==> config.mk <==
export PLATFORM = sky130hd
export DESIGN_NAME = psm_multileg
export DESIGN_NICKNAME = d
export VERILOG_FILES = /design/src/rtl/psm_multileg.sv
export SDC_FILE = /design/constraint.sdc
export NUM_CORES = 1
export LEC_CHECK = 0
export BUFFER_PORTS_ARGS = -buffer_cell sky130_fd_sc_hd__buf_2
export CORE_UTILIZATION = 40
export DETAILED_ROUTE_END_ITERATION = 8
export SLEW_MARGIN = 20
export SYNTH_ARGS = -nofsm -noshare
export SYNTH_HDL_FRONTEND = slang
export SYNTH_SLANG_ARGS = --single-unit
export TNS_END_PERCENT = 50
==> constraint.sdc <==
create_clock -name CLK -period 9.3 [get_ports CLK]
set_input_delay 0.93 -clock CLK [delete_from_list [all_inputs] [get_ports CLK]]
set_output_delay 0.93 -clock CLK [all_outputs]
set_load 0.03 [all_outputs]
==> src/rtl/psm_multileg.sv <==
// Phase-shifted multi-leg modulator: a shared carrier counter, a per-leg phase-shifted
// 50% reference, and a per-leg deadtime FSM that drives complementary gate pairs.
module psm_multileg #(
   parameter int CNT_W = 16,
   parameter int N_LEG = 4,
   parameter int DT_W  = 8
) (
   input  logic                   CLK,
   input  logic                   RST,
   input  logic                   iEN,
   input  logic [CNT_W-1:0]       iPERIOD,
   input  logic [N_LEG*CNT_W-1:0] iPHASE,
   input  logic [DT_W-1:0]        iDEADTIME,
   input  logic                   iLOAD,
   input  logic                   iSYNC,
   output logic [2*N_LEG-1:0]     oPSM,
   output logic                   oPERIOD_START,
   output logic                   oLOAD_ACK
);

   localparam int MW = (CNT_W > DT_W) ? CNT_W : DT_W;

   typedef enum logic [1:0] {
      ST_OFF,
      ST_WAIT,
      ST_ON_H,
      ST_ON_L
   } leg_st_e;

   logic [CNT_W-1:0]       cnt_q, cnt_d;
   logic [CNT_W-1:0]       pa_q, pa_d;
   logic [N_LEG*CNT_W-1:0] ph_q, ph_d;
   logic [DT_W-1:0]        dt_q, dt_d;
   logic [CNT_W-1:0]       pend_per_q, pend_per_d;
   logic [N_LEG*CNT_W-1:0] pend_ph_q, pend_ph_d;
   logic [DT_W-1:0]        pend_dt_q, pend_dt_d;
   logic                   pend_flag_q, pend_flag_d;
   logic [N_LEG-1:0]       ref_q, ref_d;
   logic [N_LEG-1:0]       ref_prev_q;
   logic                   ps_q, ps_d;
   logic                   ack_q, ack_d;
   logic                   wrap;
   logic                   act_upd;
   logic [CNT_W-1:0]       src_per;
   logic [N_LEG*CNT_W-1:0] src_ph;
   logic [DT_W-1:0]        src_dt;

   leg_st_e                st_q [N_LEG];
   logic [DT_W-1:0]        dtc_q [N_LEG];
   logic [2*N_LEG-1:0]     psm_q;

   function automatic logic [CNT_W-1:0] clamp_per(input logic [CNT_W-1:0] p);
      return (p < CNT_W'(4)) ? CNT_W'(4) : p;
   endfunction

   function automatic logic [CNT_W-1:0] clamp_ph(input logic [CNT_W-1:0] ph,
                                                 input logic [CNT_W-1:0] pa);
      return (ph > pa - CNT_W'(1)) ? pa - CNT_W'(1) : ph;
   endfunction

   function automatic logic [DT_W-1:0] clamp_dt(input logic [DT_W-1:0]  dt,
                                                input logic [CNT_W-1:0] pa);
      logic [MW-1:0] lim;
      logic [MW-1:0] dtw;
      lim = MW'((pa >> 1) - CNT_W'(1));
      dtw = MW'(dt);
      return (dtw > lim) ? DT_W'(lim) : dt;
   endfunction

   // Subtracting (ph - cnt) from pa keeps the wrapped distance inside CNT_W bits.
   function automatic logic ref_of(input logic [CNT_W-1:0] cnt,
                                   input logic [CNT_W-1:0] pa,
                                   input logic [CNT_W-1:0] ph);
      logic [CNT_W-1:0] s;
      if (cnt >= ph) s = cnt - ph;
      else           s = pa - (ph - cnt);
      return s < (pa >> 1);
   endfunction

   always_comb begin
      wrap    = !RST && iEN && (iSYNC || (cnt_q == pa_q - CNT_W'(1)));
      cnt_d   = (RST || !iEN || wrap) ? '0 : cnt_q + CNT_W'(1);
      ps_d    = !RST && iEN && (cnt_d == '0);
      ack_d   = wrap && pend_flag_q;
      act_upd = RST || (wrap && pend_flag_q);
   end

   // A load coincident with a wrap refills the pending set after the old one is consumed.
   always_comb begin
      pend_per_d  = pend_per_q;
      pend_ph_d   = pend_ph_q;
      pend_dt_d   = pend_dt_q;
      pend_flag_d = pend_flag_q;
      if (RST) begin
         pend_flag_d = 1'b0;
      end else if (iLOAD) begin
         pend_per_d  = iPERIOD;
         pend_ph_d   = iPHASE;
         pend_dt_d   = iDEADTIME;
         pend_flag_d = 1'b1;
      end else if (wrap) begin
         pend_flag_d = 1'b0;
      end
   end

   assign src_per = RST ? iPERIOD   : pend_per_q;
   assign src_ph  = RST ? iPHASE    : pend_ph_q;
   assign src_dt  = RST ? iDEADTIME : pend_dt_q;

   always_comb begin
      pa_d = pa_q;
      ph_d = ph_q;
      dt_d = dt_q;
      if (act_upd) begin
         pa_d = clamp_per(src_per);
         for (int i = 0; i < N_LEG; i++) begin
            ph_d[i*CNT_W +: CNT_W] = clamp_ph(src_ph[i*CNT_W +: CNT_W], pa_d);
         end
         dt_d = clamp_dt(src_dt, pa_d);
      end
   end

   always_comb begin
      ref_d = '0;
      for (int i = 0; i < N_LEG; i++) begin
         ref_d[i] = ref_of(cnt_q, pa_q, ph_q[i*CNT_W +: CNT_W]);
      end
   end

   always_ff @(posedge CLK) begin
      if (RST) begin
         cnt_q       <= '0;
         pend_flag_q <= 1'b0;
         ref_q       <= '0;
         ref_prev_q  <= '0;
         ps_q        <= 1'b0;
         ack_q       <= 1'b0;
      end else begin
         cnt_q       <= cnt_d;
         pend_flag_q <= pend_flag_d;
         ref_q       <= ref_d;
         ref_prev_q  <= ref_q;
         ps_q        <= ps_d;
         ack_q       <= ack_d;
      end
      pa_q       <= pa_d;
      ph_q       <= ph_d;
      dt_q       <= dt_d;
      pend_per_q <= pend_per_d;
      pend_ph_q  <= pend_ph_d;
      pend_dt_q  <= pend_dt_d;
   end

   // Gate pair encoding per leg: 2'b01 high-side on, 2'b10 low-side on, 2'b00 both off.
   always_ff @(posedge CLK) begin
      for (int i = 0; i < N_LEG; i++) begin
         if (RST || !iEN) begin
            st_q[i]          <= ST_OFF;
            dtc_q[i]         <= '0;
            psm_q[2*i +: 2]  <= 2'b00;
         end else if ((st_q[i] == ST_OFF) || (ref_q[i] != ref_prev_q[i])) begin
            if (dt_q == '0) begin
               st_q[i]         <= ref_q[i] ? ST_ON_H : ST_ON_L;
               psm_q[2*i +: 2] <= ref_q[i] ? 2'b01 : 2'b10;
            end else begin
               st_q[i]         <= ST_WAIT;
               dtc_q[i]        <= dt_q - DT_W'(1);
               psm_q[2*i +: 2] <= 2'b00;
            end
         end else if (st_q[i] == ST_WAIT) begin
            if (dtc_q[i] == '0) begin
               st_q[i]         <= ref_q[i] ? ST_ON_H : ST_ON_L;
               psm_q[2*i +: 2] <= ref_q[i] ? 2'b01 : 2'b10;
            end else begin
               dtc_q[i]        <= dtc_q[i] - DT_W'(1);
            end
         end
      end
   end

   assign oPSM          = psm_q;
   assign oPERIOD_START = ps_q;
   assign oLOAD_ACK     = ack_q;

endmodule
==> PnR_summary.wiki, run 1 <==
{| class="wikitable"
! Metric !! Value
|-
| Fill cells || 5,674
|-
| Height of the die || between 200 and 250 um
|-
| Fin Clk Skew || 21.2 ps
|-
| Clock tree sinks || 251
|-
| Slowest Stage Delay on Critical Path || 850 ps
|-
| Final setup TNS || 0 ps
|-
| Fraction of synthesis flops using an asynchronous set or reset pin || 0
|-
| Power per cell area || 184 nW/um^2
|-
| Placed cells || 3,432
|-
| Time the final worst path needs with I/O delays and setup || 7640 ps
|-
| Initial core utilization || 0.406
|-
| Synthesized netlist cell count || 2,578
|-
| Number of synthesized flops with an enable pin || 216
|-
| Register-to-Register Path Depth || 18
|-
| Most prevalent standard cell on the critical path || sky130_fd_sc_hd__ha_1
|-
| Number of detailed-route iterations in the first pass || 7
|-
| Wire length of the first global-routing pass || 116 mm
|-
| Maximum number of pins on one net before global-route repair || 80
|-
| Clock tree from TritonCTS || built
|-
| Dominant register cell in the synthesized netlist || sky130_fd_sc_hd__edfxtp_1
|-
| Max-Slew Margin vs Limit || 0.302
|-
| DP Wirelength || 60.0 mm
|-
| CP max FO || between 50 and 60
|-
| Critical Path Slowest Stage Cell || sky130_fd_sc_hd__a222oi_1
|-
| Post-placement cell area || about 26,000 um^2
|-
| DIE WIDTH || 247 um
|-
| Clock slew at the register clock pins of the worst setup and hold paths || around 60 ps
|-
| Number of nets in the synthesized netlist || 2,994
|-
| Worst R2R Start || pend_per_q[15]
|-
| Clock tree root buffer cell || sky130_fd_sc_hd__clkbuf_16
|-
| H-tree depth || 1
|-
| Setup repair after global routing missed its margin || no
|-
| Overall routing resource usage || 0.250
|-
| Number of storage elements in the synthesis netlist || 251
|-
| Residual DRC || 0
|-
| Number of vias per cell after detailed routing || 5.84
|-
| Final core utilization || 0.446
|-
| Number of distinct standard cells referenced by the synthesized netlist || 92
|-
| Die footprint || about 61,000 um^2
|-
| Run status || finished clean
|-
| Setup slack after placement || 1200 ps
|-
| Average routed wire per standard cell || 21.9 um
|-
| Final setup vio count || 0
|-
| Yosys synthesis warning count || 0
|-
| Top-level I/O count || between 100 and 150
|-
| Leakage power || 11.6 nW
|-
| Crit Path Category || in -> reg
|-
| GP Congestion || 1.00
|-
| Later-pin clock latency in the skew report || around 570 ps
|-
| Hold_sp || oPSM[7]
|-
| Number of instances resized during post-cts repair || 0
|-
| Final Hold Violating Endpoints || 0
|-
| Setup slack on the worst flop-to-flop path || approximately 2100 ps
|-
| Via count of the first global-routing pass || between 15,000 and 20,000
|-
| Total core area || ~60,000 um^2
|-
| Number of placement rows || 89
|-
| Crit path capture type || flip-flop
|-
| Startpoint kind of the worst setup timing path || input pin
|-
| Critical path cell sequence || buf_6 -> or3b_1 -> a222oi_1 -> and2_0 -> a21oi_1 -> inv_1 -> ha_1 -> o211ai_1 -> nor3_1 -> a31o_2 -> and2_1 -> clkinv_1 -> buf_4 -> ha_1 -> and4_1 -> a221o_1 -> a211oi_1 -> a21o_1 -> mux2_2
|-
| Post-route cell area || 26,400 um^2
|-
| I/O Buffers || 102
|-
| Initial antenna violation count || 1
|-
| Syn Area/Cell || 9.32 um^2
|-
| Cell Area, Synth || 24,000 um^2
|-
| Register area share after synthesis || 0.299
|-
| Post-CTS Setup Bufs || 0
|-
| Overall via count from detail_route || 20,300
|-
| CP required || 9600 ps
|-
| CTS Buf Count || 26
|-
| WHS Endpoint || oPSM[7]
|-
| Area leader, netlist || sky130_fd_sc_hd__edfxtp_1
|-
| Total congestion overflow after global routing || 0
|-
| Commonest cells post-synth || 296 x sky130_fd_sc_hd__inv_1, 259 x sky130_fd_sc_hd__ha_1, 216 x sky130_fd_sc_hd__edfxtp_1, 173 x sky130_fd_sc_hd__a21oi_1, 171 x sky130_fd_sc_hd__nor2_1
|-
| Initial detailed-routing violation count || 1,480
|-
| Number of buffers inserted by hold repair at cts || 0
|-
| Count leader, synth || sky130_fd_sc_hd__inv_1
|-
| Area share of the leading cell type in the synthesized netlist || 0.270
|-
| Final count of pins violating max slew || 0
|-
| Worst min-delay path class || reg -> reg
|-
| Max-cap viol count || 0
|-
| Number of nets still failing antenna checks after routing || 0
|-
| Top cells by area in the synthesized netlist || sky130_fd_sc_hd__edfxtp_1 27%, sky130_fd_sc_hd__ha_1 13%, sky130_fd_sc_hd__fa_1 5.3%, sky130_fd_sc_hd__inv_1 4.6%, sky130_fd_sc_hd__xnor2_1 4.5%
|-
| Final wirelength || 76.3 mm
|-
| VDD IR max || 0.154 mV
|-
| Final standard cell count with taps included and fillers excluded || 3,480
|-
| Number of instances on the worst hold path || 2
|-
| Buffer levels on the longest clock path || 3
|-
| R2R Path End || ph_q[50]
|-
| Total Nets Final || 3,103
|-
| Synth-to-layout area growth || 9.74%
|-
| Slew @ Worst Pin || 1050 ps
|-
| Proportion of layout cells with a drive suffix above 1 || 0.109
|-
| Maximum frequency from static timing analysis || approximately 0.13 GHz
|-
| Post-route setup slack || 1660 ps
|-
| Part of the cycle the worst path needs || 0.821
|-
| Arrival time at the worst endpoint || 7940 ps
|}
kinds of logic after synthesis:
family	synth area share
buffers and inverters	0.0577
AOI/OAI and AO/OA	0.183
muxes	0.0596
DFF	0.299
and+or+nand+nor	0.135
xor gates and xnor gates	0.0763
adders and majority gates	0.190
registers in the layout, summed over array words and instances (netlist names):
| name | count |
|---|---|
| ph_q | 64 |
| pa_q | 16 |
| pend_flag_q | 1 |
| ref_prev_q | 4 |
| dtc_q | 32 |
| pend_per_q | 16 |
| dt_q | 8 |
| ref_q | 4 |
| oPERIOD_START | 1 |
| pend_dt_q | 8 |
| oLOAD_ACK | 1 |
| cnt_q | 16 |
| st_q | 8 |
| pend_ph_q | 64 |
| oPSM | 8 |
per-stage QoR:
step           total power [W]  hold WS (ps)
3_5_place_dp           0.00381           443
5_1_grt                0.00519           510
3_3_place_gp           0.00375           437
2_1_floorplan          0.00323           469
4_1_cts                0.00484           459
6_report               0.00484           451
metal layers:
| layer | up-vias | routed length (um) | global-route usage |
|---|---|---|---|
| met2 | 740 | 34000 | 0.399 |
| met3 | 124 | 4480 | 0.0220 |
| met1 | 9786 | 34900 | 0.349 |
| li1 | 9658 | - | - |
| met4 | 0 | 2920 | 0.0944 |
| met5 | - | 0 | 0 |
critical path: cells and delay by family:
family          cells  cell delay, ps
compound gates      7            2790
simple gates        5            2230
buf+inv             4             960
fa+ha+maj           2             570
mux                 1             420
power by group:
group          internal (W)  leakage (nW)  switching, W  total (W)
logic              0.000948          8.80       0.00131    0.00226
registers           0.00142          2.44      0.000156    0.00158
clock network      0.000545         0.397      0.000457    0.00100
total               0.00292          11.6       0.00192    0.00484
layout by cell type (no fill, tap or decap), drive strengths merged, types with 37 or more instances in the layout:
| master | netlist | layout |
|---|---|---|
| a211oi | 55 | 55 |
| a21o | 66 | 66 |
| a21oi | 176 | 176 |
| buf | 28 | 141 |
| edfxtp | 216 | 216 |
| fa | 64 | 64 |
| ha | 259 | 259 |
| inv | 296 | 298 |
| mux2 | 61 | 61 |
| mux2i | 74 | 74 |
| nand2 | 153 | 153 |
| nand3 | 58 | 58 |
| nand4 | 40 | 40 |
| nor2 | 173 | 173 |
| nor3 | 85 | 85 |
| o21ai | 108 | 108 |
| o22ai | 37 | 37 |
| xnor2 | 125 | 125 |
| xor2 | 73 | 73 |
cell type report:
class	count	area, um^2	share of cell area
antenna	1	2.50	0.0000949
clock buffer	29	662	0.0251
clock inverter	18	143	0.00541
inverter	297	1110	0.0423
multi-input combinational	1970	15500	0.587
sequential	251	7190	0.273
tap	773	967	0.0367
timing repair buffer	141	810	0.0307
worst max path at each step:
stage / from / end / cells after the start
global placement: RST / ph_q[63] / 19
finish: RST / ph_q[50] / 19
floorplan: RST / pend_dt_q[0] / 10
global route: RST / ph_q[50] / 19
CTS: RST / ph_q[49] / 19
detailed placement: RST / ph_q[49] / 19
(Power assumes the default switching activity.)
==> inputs of run 2 (changes only) <==
ABC_AREA = 1   (was unset)
clock period = 7.5 ns   (was 9.3 ns; I/O delays follow)
==> run 2 against run 1 <==
  * Clock-buffer cell count grew 7
  * Worst setup slack improved by 170 ps
  * Cell count is 12% higher
  * Highest routed layer unchanged
  * Critical endpoint is now ph_q[14]
==> PnR_summary.wiki, run 2 <==
{| class="wikitable"
! Metric !! Value
|-
| Commonest cells post-synth || 704 x sky130_fd_sc_hd__nand2_1, 489 x sky130_fd_sc_hd__inv_1, 259 x sky130_fd_sc_hd__ha_1, 216 x sky130_fd_sc_hd__edfxtp_1, 202 x sky130_fd_sc_hd__nand3_1
|-
| Final Hold Violating Endpoints || 0 (unchanged)
|-
| Register-to-Register Path Depth || 21 (+3)
|-
| Clock tree sinks || 251 (unchanged)
|-
| Slew @ Worst Pin || 1070 ps (+20.8 ps)
|-
| Share of power burned in combinational logic || 0.432 (-0.035)
|-
| Time the final worst path needs with I/O delays and setup || about 5700 ps
|-
| Bufs and invs on worst path || 5 (+1)
|-
| CP max FO || 38 (-32%)
|-
| Count leader, synth || sky130_fd_sc_hd__nand2_1
|-
| Final core utilization || 0.444 (-0.00156)
|-
| Cell Area, Synth || 23,400 um^2 (-2.7%)
|-
| Number of placement rows || 88 (-1.1%)
|-
| Commonest cells after routing, fill and taps aside || 704 x sky130_fd_sc_hd__nand2_1, 489 x sky130_fd_sc_hd__inv_1, 259 x sky130_fd_sc_hd__ha_1
|-
| Worst R2R Start || cnt_q[0]
|-
| ANT cells || 0 (-1)
|-
| Family of cells with the greatest summed delay on the critical path || simple AND/OR/NAND/NOR gates
|-
| Clock tree from TritonCTS || built
|-
| Wire length of the first global-routing pass || 110 mm (-5.3%)
|-
| Final setup vio count || 0 (unchanged)
|-
| Clock slew at the register clock pins of the worst setup and hold paths || 70 ps (about the same)
|-
| Part of the cycle the worst path needs || 0.756
|-
| Number of nets still failing antenna checks after routing || 0 (unchanged)
|-
| Syn Area/Cell || 7.80 um^2 (-16%)
|-
| Number of vias per cell after detailed routing || 5.18 (-11%)
|-
| WHS Endpoint || pend_dt_q[0]
|-
| CTS Buf Count || 27 (+3.8%)
|-
| Top-level I/O count || 103 (unchanged)
|-
| Number of detailed-route iterations in the first pass || 8 (+1)
|-
| Total core area || 57,700 um^2 (-2.4%)
|-
| Height of the die || 244 um (-1.4%)
|-
| Top cells by area in the synthesized netlist || sky130_fd_sc_hd__edfxtp_1 28%, sky130_fd_sc_hd__ha_1 14%, sky130_fd_sc_hd__nand2_1 11%, sky130_fd_sc_hd__inv_1 7.9%, sky130_fd_sc_hd__fa_1 5.5%
|-
| Switching Fraction || 0.399 (+0.00210)
|-
| Final standard cell count with taps included and fillers excluded || 3,881 (+12%)
|-
| Area share of the leading cell type in the synthesized netlist || 0.278 (+0.00752)
|-
| Setup slack on the worst flop-to-flop path || 2230 ps (+110 ps)
|-
| Max-cap viol count || 0 (unchanged)
|-
| Crit path capture type || flip-flop
|-
| I/O Buffers || 102 (unchanged)
|-
| Final wirelength || 71.2 mm (-6.7%)
|-
| R2R Path End || ref_q[3]
|-
| Synthesized netlist cell count || 2,995 (+16%)
|-
| Proportion of layout cells with a drive suffix above 1 || 0.0783 (-0.0303)
|-
| Setup repair after global routing missed its margin || no
|-
| Register area share after synthesis || 0.308 (+0.00833)
|-
| Critical Path Slowest Stage Cell || sky130_fd_sc_hd__xor2_1
|-
| Worst min-delay path class || in -> reg
|-
| Number of instances on the worst hold path || 1 (-1)
|-
| Clock tree root buffer cell || sky130_fd_sc_hd__clkbuf_16
|-
| Number of storage elements in the synthesis netlist || 251 (unchanged)
|-
| Number of nets in the synthesized netlist || 3,411 (+14%)
|-
| Slowest Stage Delay on Critical Path || 600 ps (-250 ps)
|-
| Total Nets Final || 3,511 (+13%)
|-
| Via count of the first global-routing pass || 19,100 (-4.0%)
|-
| Overall routing resource usage || 0.239 (-0.0111)
|-
| Average routed wire per standard cell || 18.3 um (-16%)
|-
| Synth-to-layout area growth || 9.67% (about the same)
|-
| Fraction of synthesis flops using an asynchronous set or reset pin || 0 (unchanged)
|-
| Later-pin clock latency in the skew report || 570 ps (about the same)
|-
| Total congestion overflow after global routing || 0 (unchanged)
|-
| Initial antenna violation count || 0 (-1)
|-
| Hold_sp || iDEADTIME[0]
|-
| Leakage power || 12.7 nW (+8.9%)
|-
| VDD IR max || 0.255 mV (+66%)
|-
| Crit Path Category || in -> reg
|-
| Internal portion of total power || 0.00348 W (+19%)
|-
| Max-Slew Margin vs Limit || 0.283 (-0.0194)
|-
| Post-CTS Setup Bufs || 0 (unchanged)
|-
| Registers with the highest flip-flop counts || pend_ph_q x64, ph_q x64, dtc_q x32
|-
| Final setup TNS || 0 ps (unchanged)
|-
| Startpoint kind of the worst setup timing path || input pin
|-
| Number of buffers inserted by hold repair at cts || 0 (unchanged)
|-
| DIE WIDTH || 244 um (-1.4%)
|-
| Fin Clk Skew || 18.6 ps (-2.62 ps)
|-
| Maximum frequency from static timing analysis || 0.176 GHz
|-
| Buffer levels on the longest clock path || 3 (unchanged)
|-
| DP Wirelength || 57.0 mm (-5.0%)
|-
| Run status || finished clean
|-
| Arrival time at the worst endpoint || 6100 ps (-1840 ps)
|-
| Maximum number of pins on one net before global-route repair || 72 (-10%)
|-
| Residual DRC || 0 (unchanged)
|-
| Number of distinct standard cells referenced by the synthesized netlist || 54 (-41%)
|-
| Fraction of power consumed by sequential logic || 0.330 (+0.004)
|-
| Yosys synthesis warning count || 0 (unchanged)
|-
| CP required || 7930 ps (-1670 ps)
|-
| Number of instances resized during post-cts repair || 0 (unchanged)
|-
| Fill cells || 5,965 (+5.1%)
|-
| Final count of pins violating max slew || 0 (unchanged)
|-
| Area leader, netlist || sky130_fd_sc_hd__edfxtp_1
|-
| Dominant register cell in the synthesized netlist || sky130_fd_sc_hd__edfxtp_1
|-
| Most prevalent standard cell on the critical path || sky130_fd_sc_hd__nand2_1
|-
| Overall via count from detail_route || 20,100 (-1.0%)
|-
| Initial core utilization || 0.405 (-0.00117)
|-
| Share of total power in the clock network || 0.238 (+0.031)
|-
| Power per cell area || 226 nW/um^2 (+23%)
|-
| Critical path cell sequence || buf_4 -> inv_4 -> nand2_1 -> nand2_1 -> nor2_1 -> nand2_1 -> nor2_2 -> nand2_4 -> nand2_1 -> ha_1 -> inv_1 -> nor2_2 -> xor2_1 -> inv_1 -> ha_1 -> nand2_1 -> inv_1 -> nand3_1 -> nor3b_1 -> nand4_2 -> nand2_2 -> nand2_1 -> nand2_1
|-
| Most common library cell in the layout ignoring fill and taps || sky130_fd_sc_hd__nand2_1
|-
| Power dissipated by switching net loads || 0.00231 W (+20%)
|-
| Placed cells || 3,831 (+12%)
|-
| H-tree depth || 1 (unchanged)
|-
| Die footprint || 59,400 um^2 (-2.7%)
|-
| GP Congestion || 0.928 (-7.3%)
|-
| Initial detailed-routing violation count || 1,488 (+0.54%)
|-
| Number of synthesized flops with an enable pin || 216 (unchanged)
|}
[run 2: kinds of logic (layout without fill, tap and decap cells)]
group	after synthesis	in the layout	share of synthesized area
AO/OA/AOI/OAI	442	442	0.107
XOR/XNOR	156	156	0.0585
flip-flops	251	251	0.308
AND/OR/NAND/NOR	1270	1270	0.238
buffers and inverters	540	661	0.0901
adder cells (fa/ha/maj)	323	323	0.194
multiplexers	13	13	0.00557
[run 2: worst max-delay path by stage]
stage               startpoint       end  slack (ps)  depth (start not counted)
floorplan              pa_q[1]   dt_q[0]         910                         13
global placement           RST   ph_q[7]        1550                         23
detailed placement         RST  ph_q[14]        1350                         23
CTS                        RST  ph_q[14]        1910                         23
global route               RST   ph_q[8]        1390                         23
finish                     RST  ph_q[14]        1830                         23
[run 2: per-layer routing]
metal | wire [um] | share of wire | global-route usage
met5 | 0 | 0 | 0
met4 | 1760 | 0.025 | 0.0642
met3 | 4000 | 0.056 | 0.0198
met2 | 32500 | 0.46 | 0.395
met1 | 32900 | 0.46 | 0.333
[run 2: stage by stage]
stage | power, W | worst slack, ps | area [um^2] | hold WS (ps)
after global placement | 0.00440 | 1550 | 24700 | 467
after detailed placement | 0.00442 | 1350 | 24700 | 472
after floorplan | 0.00376 | 906 | 23400 | 431
final | 0.00579 | 1830 | 25600 | 362
after CTS | 0.00581 | 1910 | 25600 | 338
after global routing | 0.00626 | 1390 | 25600 | 345
[run 2: power by group through the flow]
| stage | combinational [W] | sequential (W) | clock [W] |
|---|---|---|---|
| floorplan | 0.00189 | 0.00187 | 0 |
| global placement | 0.00247 | 0.00194 | 0 |
| detailed placement | 0.00248 | 0.00194 | 0 |
| CTS | 0.00250 | 0.00191 | 0.00140 |
| global route | 0.00288 | 0.00193 | 0.00145 |
| finish | 0.00251 | 0.00191 | 0.00138 |
[run 2: area by class of cell]
class                           count  area (um^2)  area share
Inverter                          494         1860      0.0725
Multi-Input combinational cell   2204        14100       0.550
Timing Repair Buffer              117          626      0.0244
Sequential cell                   251         7190       0.280
Clock buffer                       36          739      0.0289
Clock inverter                     14          160     0.00625
Tap cell                          765          957      0.0373
[run 2: worst reg2reg max path, cell delays in order (launching register included)]
cell                       delay [ps]
sky130_fd_sc_hd__dfxtp_1          490
sky130_fd_sc_hd__inv_1            350
sky130_fd_sc_hd__ha_1             250
sky130_fd_sc_hd__inv_1             60
sky130_fd_sc_hd__fa_1             390
sky130_fd_sc_hd__a21oi_1          170
sky130_fd_sc_hd__o21bai_1         130
sky130_fd_sc_hd__a21oi_1          380
sky130_fd_sc_hd__inv_1            160
sky130_fd_sc_hd__nand2_1          110
sky130_fd_sc_hd__nand3_1          630
sky130_fd_sc_hd__inv_1            660
sky130_fd_sc_hd__o21ai_0          170
sky130_fd_sc_hd__a21oi_1          140
sky130_fd_sc_hd__o21bai_1         130
sky130_fd_sc_hd__inv_1             60
sky130_fd_sc_hd__ha_1             270
sky130_fd_sc_hd__nand2_1           80
sky130_fd_sc_hd__nor2_1            50
sky130_fd_sc_hd__a211oi_1         180
sky130_fd_sc_hd__o21ai_0          110
sky130_fd_sc_hd__a21oi_1          220
==> inputs of run 3 (changes only) <==
clock period = 4.72 ns   (was 7.5 ns; I/O delays follow)
==> run 3 against run 2 <==
  * Sequential power is 59% higher
  * Sequential cell count stayed put
  * Via count is 1.3% higher
  * Combinational power is 60% higher
  * Critical path type is now reg -> reg
  * Critical path depth is 2 lower
==> PnR_summary.wiki, run 3 (synthesis results as in run 2) <==
{| class="wikitable"
! Metric !! Value
|-
| Run status || finished clean
|-
| Initial core utilization || 0.405 (unchanged)
|-
| Arrival time at the worst endpoint || 4800 ps (-1300 ps)
|-
| Power per cell area || 354 nW/um^2 (+56%)
|-
| Leakage power || 13.1 nW (+3.0%)
|-
| Setup slack on the worst flop-to-flop path || 410 ps (-1820 ps)
|-
| Total Nets Final || 3,585 (+2.1%)
|-
| Worst min-delay path class || in -> reg
|-
| DP Wirelength || 56.6 mm (-0.73%)
|-
| Via count of the first global-routing pass || 19,300 (+1.4%)
|-
| Wire length of the first global-routing pass || 108 mm (-1.9%)
|-
| Number of vias per cell after detailed routing || 5.15 (-0.57%)
|-
| Slew @ Worst Pin || 918 ps (-149 ps)
|-
| Die footprint || 59,400 um^2 (unchanged)
|-
| I/O Buffers || 102 (unchanged)
|-
| Hold_sp || iPHASE[0]
|-
| Clock tree from TritonCTS || built
|-
| Top-level I/O count || 103 (unchanged)
|-
| Share of total power in the clock network || 0.239 (about the same)
|-
| Register-to-Register Path Depth || 21 (unchanged)
|-
| Fin Clk Skew || 13.7 ps (-4.95 ps)
|-
| Later-pin clock latency in the skew report || 560 ps (about the same)
|-
| Crit path capture type || flip-flop
|-
| Max-cap viol count || 0 (unchanged)
|-
| Final count of pins violating max slew || 0 (unchanged)
|-
| Total area of multi-input combinational cells || 14,100 um^2 (about the same)
|-
| GP Congestion || 0.944 (+1.8%)
|-
| Overall routing resource usage || 0.234 (-0.00517)
|-
| CP max FO || 7 (-82%)
|-
| H-tree depth || 1 (unchanged)
|-
| DIE WIDTH || 244 um (unchanged)
|-
| Max-Slew Margin vs Limit || 0.383 (+0.0999)
|-
| Switching Fraction || 0.394 (-0.00573)
|-
| Height of the die || 244 um (unchanged)
|-
| Residual DRC || 0 (unchanged)
|-
| Startpoint kind of the worst setup timing path || flip-flop
|-
| Clock slew at the register clock pins of the worst setup and hold paths || 70 ps (about the same)
|-
| WHS Endpoint || pend_ph_q[0]
|-
| Total congestion overflow after global routing || 0 (unchanged)
|-
| Buffer levels on the longest clock path || 3 (unchanged)
|-
| Worst R2R Start || pa_q[7]
|-
| Most common library cell in the layout ignoring fill and taps || sky130_fd_sc_hd__nand2_1
|-
| Final Hold Violating Endpoints || 0 (unchanged)
|-
| Number of nets still failing antenna checks after routing || 0 (unchanged)
|-
| Area used by sequential logic in the layout || 7190 um^2 (unchanged)
|-
| Fraction of power consumed by sequential logic || 0.327 (-0.003)
|-
| Final setup vio count || 0 (unchanged)
|-
| Time the final worst path needs with I/O delays and setup || 4310 ps
|-
| Final setup TNS || 0 ps (unchanged)
|-
| Power dissipated by switching net loads || 0.00365 W (+58%)
|-
| Part of the cycle the worst path needs || 0.913
|-
| R2R Path End || ref_q[0]
|-
| Crit Path Category || reg -> reg
|-
| Number of detailed-route iterations in the first pass || 6 (-2)
|-
| Proportion of layout cells with a drive suffix above 1 || 0.0991 (+0.0208)
|-
| Post-CTS Setup Bufs || 0 (unchanged)
|-
| Total core area || 57,700 um^2 (unchanged)
|-
| Initial detailed-routing violation count || 1,652 (+11%)
|-
| Clock tree root buffer cell || sky130_fd_sc_hd__clkbuf_16
|-
| Most Crowded Layer GR || met2
|-
| Post-route total power || 0.00927 W (+60%)
|-
| Number of buffers inserted by hold repair at cts || 0 (unchanged)
|-
| Met3 usage in global routing || 0.0221 (+0.00231)
|-
| CP required || 5210 ps (-2720 ps)
|-
| Share of power burned in combinational logic || 0.434 (+0.002)
|-
| VDD IR max || 0.296 mV (+16%)
|-
| Synth-to-layout area growth || 12.2%
|-
| Commonest cells after routing, fill and taps aside || 704 x sky130_fd_sc_hd__nand2_1, 489 x sky130_fd_sc_hd__inv_1, 259 x sky130_fd_sc_hd__ha_1
|-
| Internal portion of total power || 0.00562 W (+62%)
|-
| Clock tree sinks || 251 (unchanged)
|-
| Overall via count from detail_route || 20,400 (+1.3%)
|-
| Registers with the highest flip-flop counts || pend_ph_q x64, ph_q x64, dtc_q x32
|-
| Initial antenna violation count || 0 (unchanged)
|-
| CTS Buf Count || 28 (+3.7%)
|-
| Final wirelength || 70.0 mm (-1.6%)
|-
| Number of instances on the worst hold path || 1 (unchanged)
|-
| Number of placement rows || 88 (unchanged)
|-
| Number of instances resized during post-cts repair || 0 (unchanged)
|-
| ANT cells || 0 (unchanged)
|-
| Fill cells || 5,858 (-1.8%)
|-
| Fraction of met2 tracks used by global routing || 0.390 (-0.00493)
|-
| Average routed wire per standard cell || 17.7 um (-3.4%)
|-
| Setup repair after global routing missed its margin || no
|-
| Maximum frequency from static timing analysis || 0.232 GHz
|-
| M1 GR Usage || 0.318 (-0.0152)
|-
| Maximum number of pins on one net before global-route repair || 89 (+24%)
|}
[run 3: changes by cell type in the layout (fill, tap and decap cells not counted)]
cell                         before  now
sky130_fd_sc_hd__buf_12           0    2
sky130_fd_sc_hd__buf_4           16   87
sky130_fd_sc_hd__bufinv_16        3    2
sky130_fd_sc_hd__clkbuf_1         6    7
sky130_fd_sc_hd__clkbuf_16       27   29
sky130_fd_sc_hd__clkbuf_8         3    5
sky130_fd_sc_hd__clkinv_1         5    4
sky130_fd_sc_hd__clkinv_4         3    1
sky130_fd_sc_hd__clkinvlp_4       2    1
sky130_fd_sc_hd__nor4_1          13   14
sky130_fd_sc_hd__nor4_2           1    0
[run 3: critical path, stage by stage, from the launching register on]
cell and delay (ps):
sky130_fd_sc_hd__edfxtp_1 510, sky130_fd_sc_hd__inv_1 240, sky130_fd_sc_hd__buf_4 260, sky130_fd_sc_hd__fa_1 510, sky130_fd_sc_hd__inv_1 60, sky130_fd_sc_hd__ha_1 400
sky130_fd_sc_hd__nand2_1 70, sky130_fd_sc_hd__nor3_1 130, sky130_fd_sc_hd__nand2_1 80, sky130_fd_sc_hd__nand2_1 190, sky130_fd_sc_hd__a31oi_1 150, sky130_fd_sc_hd__o21ai_0 330
sky130_fd_sc_hd__a21oi_1 120, sky130_fd_sc_hd__o21bai_1 180, sky130_fd_sc_hd__nor2_1 60, sky130_fd_sc_hd__o21ai_0 160, sky130_fd_sc_hd__inv_1 60, sky130_fd_sc_hd__ha_1 280
sky130_fd_sc_hd__inv_1 60, sky130_fd_sc_hd__o211ai_1 80, sky130_fd_sc_hd__o21bai_1 160, sky130_fd_sc_hd__a21oi_1 150
[run 3: how the worst max path moves through the flow]
stage	from	end	slack [ps]	cells after the start
after global placement	RST	ph_q[58]	90	23
final	pa_q[7]	ref_q[0]	410	21
after detailed placement	RST	ph_q[58]	20	27
after global routing	pa_q[2]	ref_q[0]	80	20
after floorplan	pa_q[1]	dt_q[0]	640	13
after CTS	pa_q[7]	ref_q[3]	430	22
[run 3: area by class of cell]
class	instances	area share
Clock buffer	41	0.0313
Multi-Input combinational cell	2204	0.538
Tap cell	765	0.0365
Sequential cell	251	0.274
Clock inverter	9	0.00387
Inverter	494	0.0708
Timing Repair Buffer	190	0.0457
[run 3: power groups by stage]
stage	logic [W]	clock network (W)	registers (W)
4_1_cts	0.00401	0.00227	0.00302
5_1_grt	0.00460	0.00234	0.00306
6_report	0.00402	0.00222	0.00303
3_5_place_dp	0.00399	0	0.00307
3_3_place_gp	0.00396	0	0.00307
2_1_floorplan	0.00301	0	0.00296
[run 3: metrics by stage]
stage	setup slack [ps]	util	area [um^2]	hold WS, ps	std cells
after detailed placement	23.3	0.438	25300	477	3904
final	409	0.454	26200	98.7	3954
after CTS	425	0.454	26200	68.9	3954
after floorplan	641	-	23400	439	2995
after global routing	84.0	0.454	26200	79.0	3954
after global placement	88.1	0.438	25300	467	3904
[run 3: metal layers]
layer / part of all wire / vias up
li1: - / 10300
met2: 0.46 / 610
met1: 0.45 / 9380
met4: 0.028 / 0
met3: 0.057 / 113
met5: 0 / -
